===== src/rtl/cache_refill_engine.sv =====
// cache_refill_engine: AXI4 INCR read-burst master that fetches one full cache
// line on behalf of the data cache FSM. It issues one line-aligned AR, collects
// BLOCK_WORDS beats into a line buffer and then raises a one-cycle completion
// pulse, with a sticky error flag that is valid alongside that pulse.
module cache_refill_engine #(
  parameter int ADDR_W      = 64,
  parameter int DATA_W      = 32,
  parameter int BLOCK_WORDS = 16
) (
  input  logic                          clk,
  input  logic                          arst,
  input  logic                          i_start_read,
  input  logic [ADDR_W-1:0]             i_addr,
  output logic [BLOCK_WORDS*DATA_W-1:0] o_rd_block,
  output logic                          o_r_last,
  output logic                          o_err,
  output logic [ADDR_W-1:0]             o_araddr,
  output logic [7:0]                    o_arlen,
  output logic                          o_arvalid,
  input  logic                          i_arready,
  input  logic [DATA_W-1:0]             i_rdata,
  input  logic [1:0]                    i_rresp,
  input  logic                          i_rlast,
  input  logic                          i_rvalid,
  output logic                          o_rready
);

  // Beat counter width and the number of byte-offset bits inside one line.
  localparam int CNT_W = (BLOCK_WORDS > 1) ? $clog2(BLOCK_WORDS) : 1;
  localparam int OFF_W = $clog2(BLOCK_WORDS * DATA_W / 8);
  localparam int LINE_W = BLOCK_WORDS * DATA_W;

  localparam logic [CNT_W-1:0]  LAST_IDX  = CNT_W'(BLOCK_WORDS - 1);
  localparam logic [ADDR_W-1:0] LINE_MASK = ~((ADDR_W'(1) << OFF_W) - ADDR_W'(1));

  // Controller states.
  localparam logic [2:0] S_IDLE = 3'd0;
  localparam logic [2:0] S_ADDR = 3'd1;
  localparam logic [2:0] S_DATA = 3'd2;
  localparam logic [2:0] S_RESP = 3'd3;
  localparam logic [2:0] S_HOLD = 3'd4;

  logic [2:0]        state_q,   state_d;
  logic [ADDR_W-1:0] araddr_q,  araddr_d;
  logic              arvalid_q, arvalid_d;
  logic              rready_q,  rready_d;
  logic              r_last_q,  r_last_d;
  logic              err_q,     err_d;
  logic [CNT_W-1:0]  cnt_q,     cnt_d;
  logic [LINE_W-1:0] rd_block_q, rd_block_d;

  logic beat_is_last;

  // Only the error bit of the response matters; OKAY and EXOKAY are both fine.
  logic unused_rresp_lsb;
  assign unused_rresp_lsb = i_rresp[0];

  assign beat_is_last = (cnt_q == LAST_IDX);

  // Next-state and datapath logic for the whole refill transaction.
  always_comb begin
    state_d    = state_q;
    araddr_d   = araddr_q;
    arvalid_d  = arvalid_q;
    rready_d   = rready_q;
    r_last_d   = 1'b0;
    err_d      = err_q;
    cnt_d      = cnt_q;
    rd_block_d = rd_block_q;

    case (state_q)
      S_IDLE: begin
        if (i_start_read) begin
          araddr_d  = i_addr & LINE_MASK;
          err_d     = 1'b0;
          cnt_d     = '0;
          arvalid_d = 1'b1;
          state_d   = S_ADDR;
        end
      end

      S_ADDR: begin
        // arvalid stays up until the interconnect takes the address.
        if (i_arready) begin
          arvalid_d = 1'b0;
          rready_d  = 1'b1;
          state_d   = S_DATA;
        end
      end

      S_DATA: begin
        if (i_rvalid) begin
          for (int k = 0; k < BLOCK_WORDS; k++) begin
            if (cnt_q == CNT_W'(k)) begin
              rd_block_d[k*DATA_W +: DATA_W] = i_rdata;
            end
          end
          if (i_rresp[1]) begin
            err_d = 1'b1;
          end
          // rlast must arrive exactly on the final beat; anything else is a
          // protocol error, but the line still completes.
          if (i_rlast != beat_is_last) begin
            err_d = 1'b1;
          end
          cnt_d = cnt_q + CNT_W'(1);
          if (beat_is_last || i_rlast) begin
            rready_d = 1'b0;
            r_last_d = 1'b1;
            state_d  = S_RESP;
          end
        end
      end

      S_RESP: begin
        // A request still held high must not start a second refill.
        state_d = i_start_read ? S_HOLD : S_IDLE;
      end

      S_HOLD: begin
        if (!i_start_read) begin
          state_d = S_IDLE;
        end
      end

      default: begin
        arvalid_d = 1'b0;
        rready_d  = 1'b0;
        state_d   = S_IDLE;
      end
    endcase
  end

  // State and output registers; reset abandons any burst in flight.
  always_ff @(posedge clk or negedge arst) begin
    if (!arst) begin
      state_q    <= S_IDLE;
      araddr_q   <= '0;
      arvalid_q  <= 1'b0;
      rready_q   <= 1'b0;
      r_last_q   <= 1'b0;
      err_q      <= 1'b0;
      cnt_q      <= '0;
      rd_block_q <= '0;
    end else begin
      state_q    <= state_d;
      araddr_q   <= araddr_d;
      arvalid_q  <= arvalid_d;
      rready_q   <= rready_d;
      r_last_q   <= r_last_d;
      err_q      <= err_d;
      cnt_q      <= cnt_d;
      rd_block_q <= rd_block_d;
    end
  end

  assign o_araddr   = araddr_q;
  assign o_arlen    = 8'(BLOCK_WORDS - 1);
  assign o_arvalid  = arvalid_q;
  assign o_rready   = rready_q;
  assign o_r_last   = r_last_q;
  assign o_err      = err_q;
  assign o_rd_block = rd_block_q;

endmodule


===== config.mk =====
export PLATFORM = sky130hd
export DESIGN_NAME = cache_refill_engine
export DESIGN_NICKNAME = d
export VERILOG_FILES = /design/src/rtl/cache_refill_engine.sv
export SDC_FILE = /design/constraint.sdc
export NUM_CORES = 1
export LEC_CHECK = 0
export CORE_MARGIN = 8
export CORE_UTILIZATION = 35
export DETAILED_ROUTE_END_ITERATION = 6
export MAX_ROUTING_LAYER = met4
export SYNTH_ARGS = -nofsm -noshare
export SYNTH_HDL_FRONTEND = slang
export SYNTH_SLANG_ARGS = --single-unit

===== constraint.sdc =====
create_clock -name clk -period 1.8 [get_ports clk]
set_input_delay 0.27 -clock clk [delete_from_list [all_inputs] [get_ports clk]]
set_output_delay 0.27 -clock clk [all_outputs]
set_load 0.03 [all_outputs]

# == Word-level counts from Yosys, hierarchy flattened ==
# Cells that the tools add are included.
# word_totals
regBits,581
word_cells,105
inputBits,104
out_inout_bits,588
# op_classes
n_eq_ne,26
reduce_logical,28
addsub,1
n_bitwise,2
mux,25
# ops
cell,count
AND reduction 3 bit,18
equality test 4 bit (second input constant),8
two-way mux 3 bit,6
equality test 4 x 3 -> 1 bit (second input constant),4
one-hot mux 3 bit (5 select lines),1
two-way mux 1 bit,12
!= test 2 bit (second input constant),5
equality test 4 x 2 -> 1 bit (second input constant),2
two-way mux 4 bit,2
one-hot mux 4 bit (2 select lines),1
AND reduction 4 bit,2
equality test 3 x 2 -> 1 bit (second input constant),2
one-hot mux 1 bit (3 select lines),2
OR reduction 3 bit,2
AND reduction 5 bit,1
adder 4 x 1 -> 4 bit (second input constant),1
equality test 4 x 1 -> 1 bit (second input constant),1
zero test 4 bit,1
equality test 3 x 1 -> 1 bit (second input constant),1
equality test 3 bit (second input constant),1
zero test 3 bit,1
!= test 3 bit (second input constant),1
inverter 1 bit,2
one-hot mux 1 bit (2 select lines),1
4 further kinds,4

# == Logic depth before layout (Yosys ltp) ==
# Gate-level depths: netlist of the first run.
# logic_depth
ltp_word,5
mapped_depth,6
ltp_nobuf,6

# == Worst setup path after synthesis of the first run ==
# OpenSTA, ideal clock, no wires.
# synth_timing
kind,register to register
start,register cnt_q[0]
end,register rd_block_q[501] (netlist: o_rd_block[501])
required_time_ns,1.675
synth_period_minus_slack_ns,1.729
arrival_ns,1.604
path_stages_with_launch,6
setup_slack_ns,0.071
path_buffers,1
setup_ns,0.125
path_cell_list,dfrtp_1 ha_1 nand3_1 nor2_2 buf_2 mux2_2
# synth_between
elab_chain_cells,2
# synth_lines
element,line_no,source
from (decl),49,"logic [CNT_W-1:0] cnt_q, cnt_d;"
from (signal assigned),152,cnt_q <= cnt_d;
equality test 4 bit,94,if (cnt_q == CNT_W'(k)) begin
AND reduction 3 bit (no line),--,
to (signal assigned),153,rd_block_q <= rd_block_d;
to (decl),50,"logic [LINE_W-1:0] rd_block_q, rd_block_d;"
# Every way passes these cells.
# A chain may end at the register's enable or synchronous reset.

# == Final worst setup path of the first run ==
# layout_timing
start,register state_q[0]
end,register rd_block_q[379] (netlist: o_rd_block[379])
# layout_between
elab_chain_cells,2
# layout_lines
element,line_no,source
from (decl),43,"logic [2:0] state_q, state_d;"
from (signal assigned),146,state_q <= state_d;
equality test 3 x 2 -> 1 bit,71,case (state_q)
AND reduction 3 bit (no line),--,
# Every way passes these cells.

==> impl_summary.txt, run 1 <==
----------------------------------------------------
[Status]
  Run status ... finished, violations left
  Violated checks ... setup timing

[Floorplanning]
  Die height ... 272 µm
  Initial cell density of the core ... 0.351
  IO Count ... 692
  Cell Rows ... 94
  Overall die area ... 73,900 µm²
  Std-Cell Core Area ... 65,300 µm²
  Die Width ... 272 µm

[Clock tree]
  CTS sink count ... 581
  Clk buf depth ... 3
  CTS H-Tree Depth ... 3
  Clock root cell ... sky130_fd_sc_hd__clkbuf_16
  CTS tree ... built
  Number of CTS-inserted buffers ... 66
  Clock-pin slew of the registers on the worst-case setup and hold paths ... 60 ps
  Clock insertion delay at the later pin of the skew report ... 570 ps

[Place]
  Placed inst area ... 31,500 µm²
  Worst slack at placement ... -333 ps
  Half-perimeter wire length after placement ... 57.2 mm
  GP Congestion ... 0.795
  Buffers added on ports ... 670

[Synth]
  Register area share after synthesis ... 0.634
  Post-synthesis cell count ... 1,457
  Flip-flop cell with the highest count after synthesis ... sky130_fd_sc_hd__dfrtp_1
  Commonest cells post-synth ... sky130_fd_sc_hd__dfrtp_1, sky130_fd_sc_hd__mux2_2, sky130_fd_sc_hd__nand2_1, sky130_fd_sc_hd__mux2_4, sky130_fd_sc_hd__clkbuf_1
  Avg Synthesized Cell Area ... 15.7 µm²
  Synth top area share ... 0.634
  Synth Cell Area ... 22,900 µm²
  Share of synthesized registers carrying an async set or reset ... 1.00
  Most used standard cell by instance count after synthesis ... sky130_fd_sc_hd__dfrtp_1
  Library cell occupying the most area in the post-synthesis netlist ... sky130_fd_sc_hd__dfrtp_1
  Most area-consuming cells after synthesis ... sky130_fd_sc_hd__dfrtp_1, sky130_fd_sc_hd__mux2_2, sky130_fd_sc_hd__mux2_4
  Total of warnings raised by yosys ... 0
  Yosys reg bits ... 581
  Number of distinct library cells after synthesis ... 35
  Post-synth EDFFs ... 0

[Routing]
  Detailed Route Iter0 Violations ... 730
  Remaining number of nets flagged by the antenna check after routing ... 0
  Total wirelength of the detailed-routed design ... 81.9 mm
  WL/cell ... 26.1 µm
  First-pass iteration count of the detailed router ... 4
  Vias ... 14,900
  DRC Markers ... 0
  Mean number of vias per cell ... 4.75

[Worst setup path]
  Required time at the worst-slack endpoint ... 2260 ps
  CP endpoint ... o_rd_block[379]$_DFFE_PN0P_
  Worst Setup Path Type ... reg -> reg
  CP cell instances ... and4bb_4 > and3_2 > buf_12 > mux2_2
  Crit path capture type ... flip-flop
  Critical Path Start ... state_q[0]$_DFFE_PN0P_
  Largest incremental delay on the critical path ... 460 ps
  Largest driver fanout on the critical path ... 22
  Library cell contributing the largest single delay on the critical path ... sky130_fd_sc_hd__dfrtp_2
  Cell class contributing the biggest share of worst-path delay ... simple AND/OR/NAND/NOR gates
  Worst EP arrival ... 2290 ps
  Critical R2R Launch ... state_q[0]$_DFFE_PN0P_
  CP Launch Type ... flip-flop
  R2r setup slk ... -30 ps
  Number of buffer and inverter stages on the critical path ... 1
  Endpoint of the worst-slack reg-to-reg timing path ... o_rd_block[379]$_DFFE_PN0P_
  Worst reg2reg path depth ... 4
  Logic depth of the worst setup path including buffers ... 4

[Global route]
  Met1 usage ... 0.251
  Layer with the highest usage after global routing ... met2
  Global-route wire length before repair ... 115 mm
  Number of global-route vias before repair ... 16,200
  Overall fraction of global-route tracks in use ... 0.213
  Met3 demand-to-capacity share in global routing ... 0.0574
  GRT overflow ... 0
  Maximum number of pins on one net before global-route repair ... 59
  Antenna violations before repair ... 1
  Global routing met2 resource utilization ... 0.356

[STA]
  Final setup violation count ... 47
  Least setup slack across all paths after layout ... -29.7 ps
  Maximum clock frequency ... 547 MHz
  Setup repair after global routing missed its margin ... true
  Final count of pins violating max slew ... 0
  Total negative slack for setup checks ... -467 ps
  Tightest hold margin ... 212 ps
  Final cycle utilization of the critical path ... 1.02
  Final critical delay including setup and external delays ... 1830 ps
  Final Hold Fails ... 0
  Clock skew ... 16.4 ps

[Power]
  Areal power density over the cells ... 1230 nW/µm²
  Cell-internal power ... 27.7 mW
  Switching part of the total power ... 0.333
  Leakage power summed over all cells ... 19.1 nW
  Clk pwr share ... 0.323
  Sequential share of power ... 0.391
  Power dissipated by switching net loads ... 13.8 mW
  Combinational Power Share ... 0.286
  IR Drop Worst-Case VDD ... 0.757 mV

[Cells and area]
  Final Instance Area ... 33,700 µm²
  Area grow syn2layout ... 47.1%
  Layout filler cell count ... 5,727
  Final net count ... 2,335
  Fraction of final layout cells sized beyond drive strength 1 ... 0.335

[Hold path]
  Worst Hold Class ... in -> async

[Flow run]
  Max-capacitance violation count ... 0

----------------------------------------------------
==> worst reg2reg max path: stages, from the launching register on <==
cell,delay [ps]
sky130_fd_sc_hd__dfrtp_2,460
sky130_fd_sc_hd__and4bb_4,420
sky130_fd_sc_hd__and3_2,240
sky130_fd_sc_hd__buf_12,190
sky130_fd_sc_hd__mux2_2,410
==> cells by family (layout without fill, tap and decap cells) <==
family,count (synthesis),after routing,synth area share
buffers and inverters,123,924,0.0334
and+or+nand+nor,219,220,0.0439
adders and majority gates,5,5,0.00273
other,2,15,0.000328
muxes,514,514,0.282
AOI/OAI and AO/OA,13,13,0.00333
DFF,581,581,0.634
==> cells in the final DEF, fill, tap and decap left out, types with 4 or more instances in the layout <==
cell	n
sky130_fd_sc_hd__mux2_2	227
sky130_fd_sc_hd__clkinv_2	6
sky130_fd_sc_hd__dfrtp_1	578
sky130_fd_sc_hd__nor2b_1	4
sky130_fd_sc_hd__clkdlybuf4s50_1	95
sky130_fd_sc_hd__mux2_4	263
sky130_fd_sc_hd__nand2_1	181
sky130_fd_sc_hd__conb_1	14
sky130_fd_sc_hd__clkbuf_1	14
sky130_fd_sc_hd__bufinv_16	4
sky130_fd_sc_hd__buf_8	5
sky130_fd_sc_hd__clkbuf_8	17
sky130_fd_sc_hd__mux2_1	22
sky130_fd_sc_hd__dlygate4sd2_1	573
sky130_fd_sc_hd__nand3_4	6
sky130_fd_sc_hd__buf_12	47
sky130_fd_sc_hd__o21ai_0	7
sky130_fd_sc_hd__buf_6	5
sky130_fd_sc_hd__buf_4	73
sky130_fd_sc_hd__clkbuf_16	74
==> timing repair <==
item                                    in CTS  in global routing
pin swaps                                    0                  6
endpoints found under the setup margin     649                437
endpoints found under the hold margin      177                  0
buffers inserted                             0                  9
hold buffers                                 1                  0
resized for setup                          577                121
gates cloned                                 0                 12
==> registers in the layout (all words and copies together) (netlist names) <==
name / cells
cnt_q: 4
o_err: 1
o_araddr: 58
state_q: 3
o_r_last: 1
o_rd_block: 512
o_rready: 1
o_arvalid: 1
==> cell type report <==
class | instances | area (µm²) | share of cell area
Clock buffer | 98 | 1960 | 0.0582
Clock inverter | 15 | 191 | 0.00568
Multi-Input combinational cell | 766 | 8090 | 0.240
Sequential cell | 581 | 14500 | 0.431
Tap cell | 864 | 1080 | 0.0321
Timing Repair Buffer | 808 | 7830 | 0.232
Antenna cell | 1 | 2.50 | 0.0000742
Inverter | 3 | 11.3 | 0.000334
==> how the worst min path moves through the flow <==
stage	start	slack, ps	endpoint	cells past startpoint
6_report	arst	210	o_rd_block[100]$_DFFE_PN0P_	2
4_1_cts	i_addr[38]	170	o_araddr[38]$_DFFE_PN0P_	3
2_1_floorplan	arst	-30	cnt_q[0]$_DFFE_PN0P_	0
5_1_grt	i_addr[11]	200	o_araddr[11]$_DFFE_PN0P_	3
3_5_place_dp	arst	230	o_rd_block[100]$_DFFE_PN0P_	1
3_3_place_gp	arst	220	o_rd_block[100]$_DFFE_PN0P_	1
==> power groups by stage <==
stage,logic (mW),clock network [mW],registers (mW)
final,11.9,13.4,16.2
after floorplan,3.41,0,19.9
after global routing,12.6,14.3,16.4
after CTS,11.9,13.8,16.2
after global placement,13.0,0,16.4
after detailed placement,13.2,0,16.5
==> metrics by stage <==
stage               power [mW]  instances   util
floorplan                 23.3       1469      -
global placement          29.5       3001  0.482
detailed placement        29.6       3001  0.482
CTS                       41.9       3115  0.504
global route              43.3       3136  0.516
finish                    41.5       3136  0.516
==> layer usage <==
metal	share of wire	routed length [µm]
met1	0.41	33300
met5	0	0
met4	0.030	2470
met3	0.066	5430
met2	0.50	40700
(Power assumes the default switching activity.)
==> inputs of run 2 (changes only) <==
--- a/config.mk
+++ b/config.mk
@@ -8,6 +8,7 @@
 export CORE_MARGIN = 8
 export CORE_UTILIZATION = 35
 export DETAILED_ROUTE_END_ITERATION = 6
+export HOLD_SLACK_MARGIN = 0.02
 export MAX_ROUTING_LAYER = met4
 export SYNTH_ARGS = -nofsm -noshare
 export SYNTH_HDL_FRONTEND = slang
==> results of run 2 <==
Final layout, timing and power as in run 1 (identical DEF).
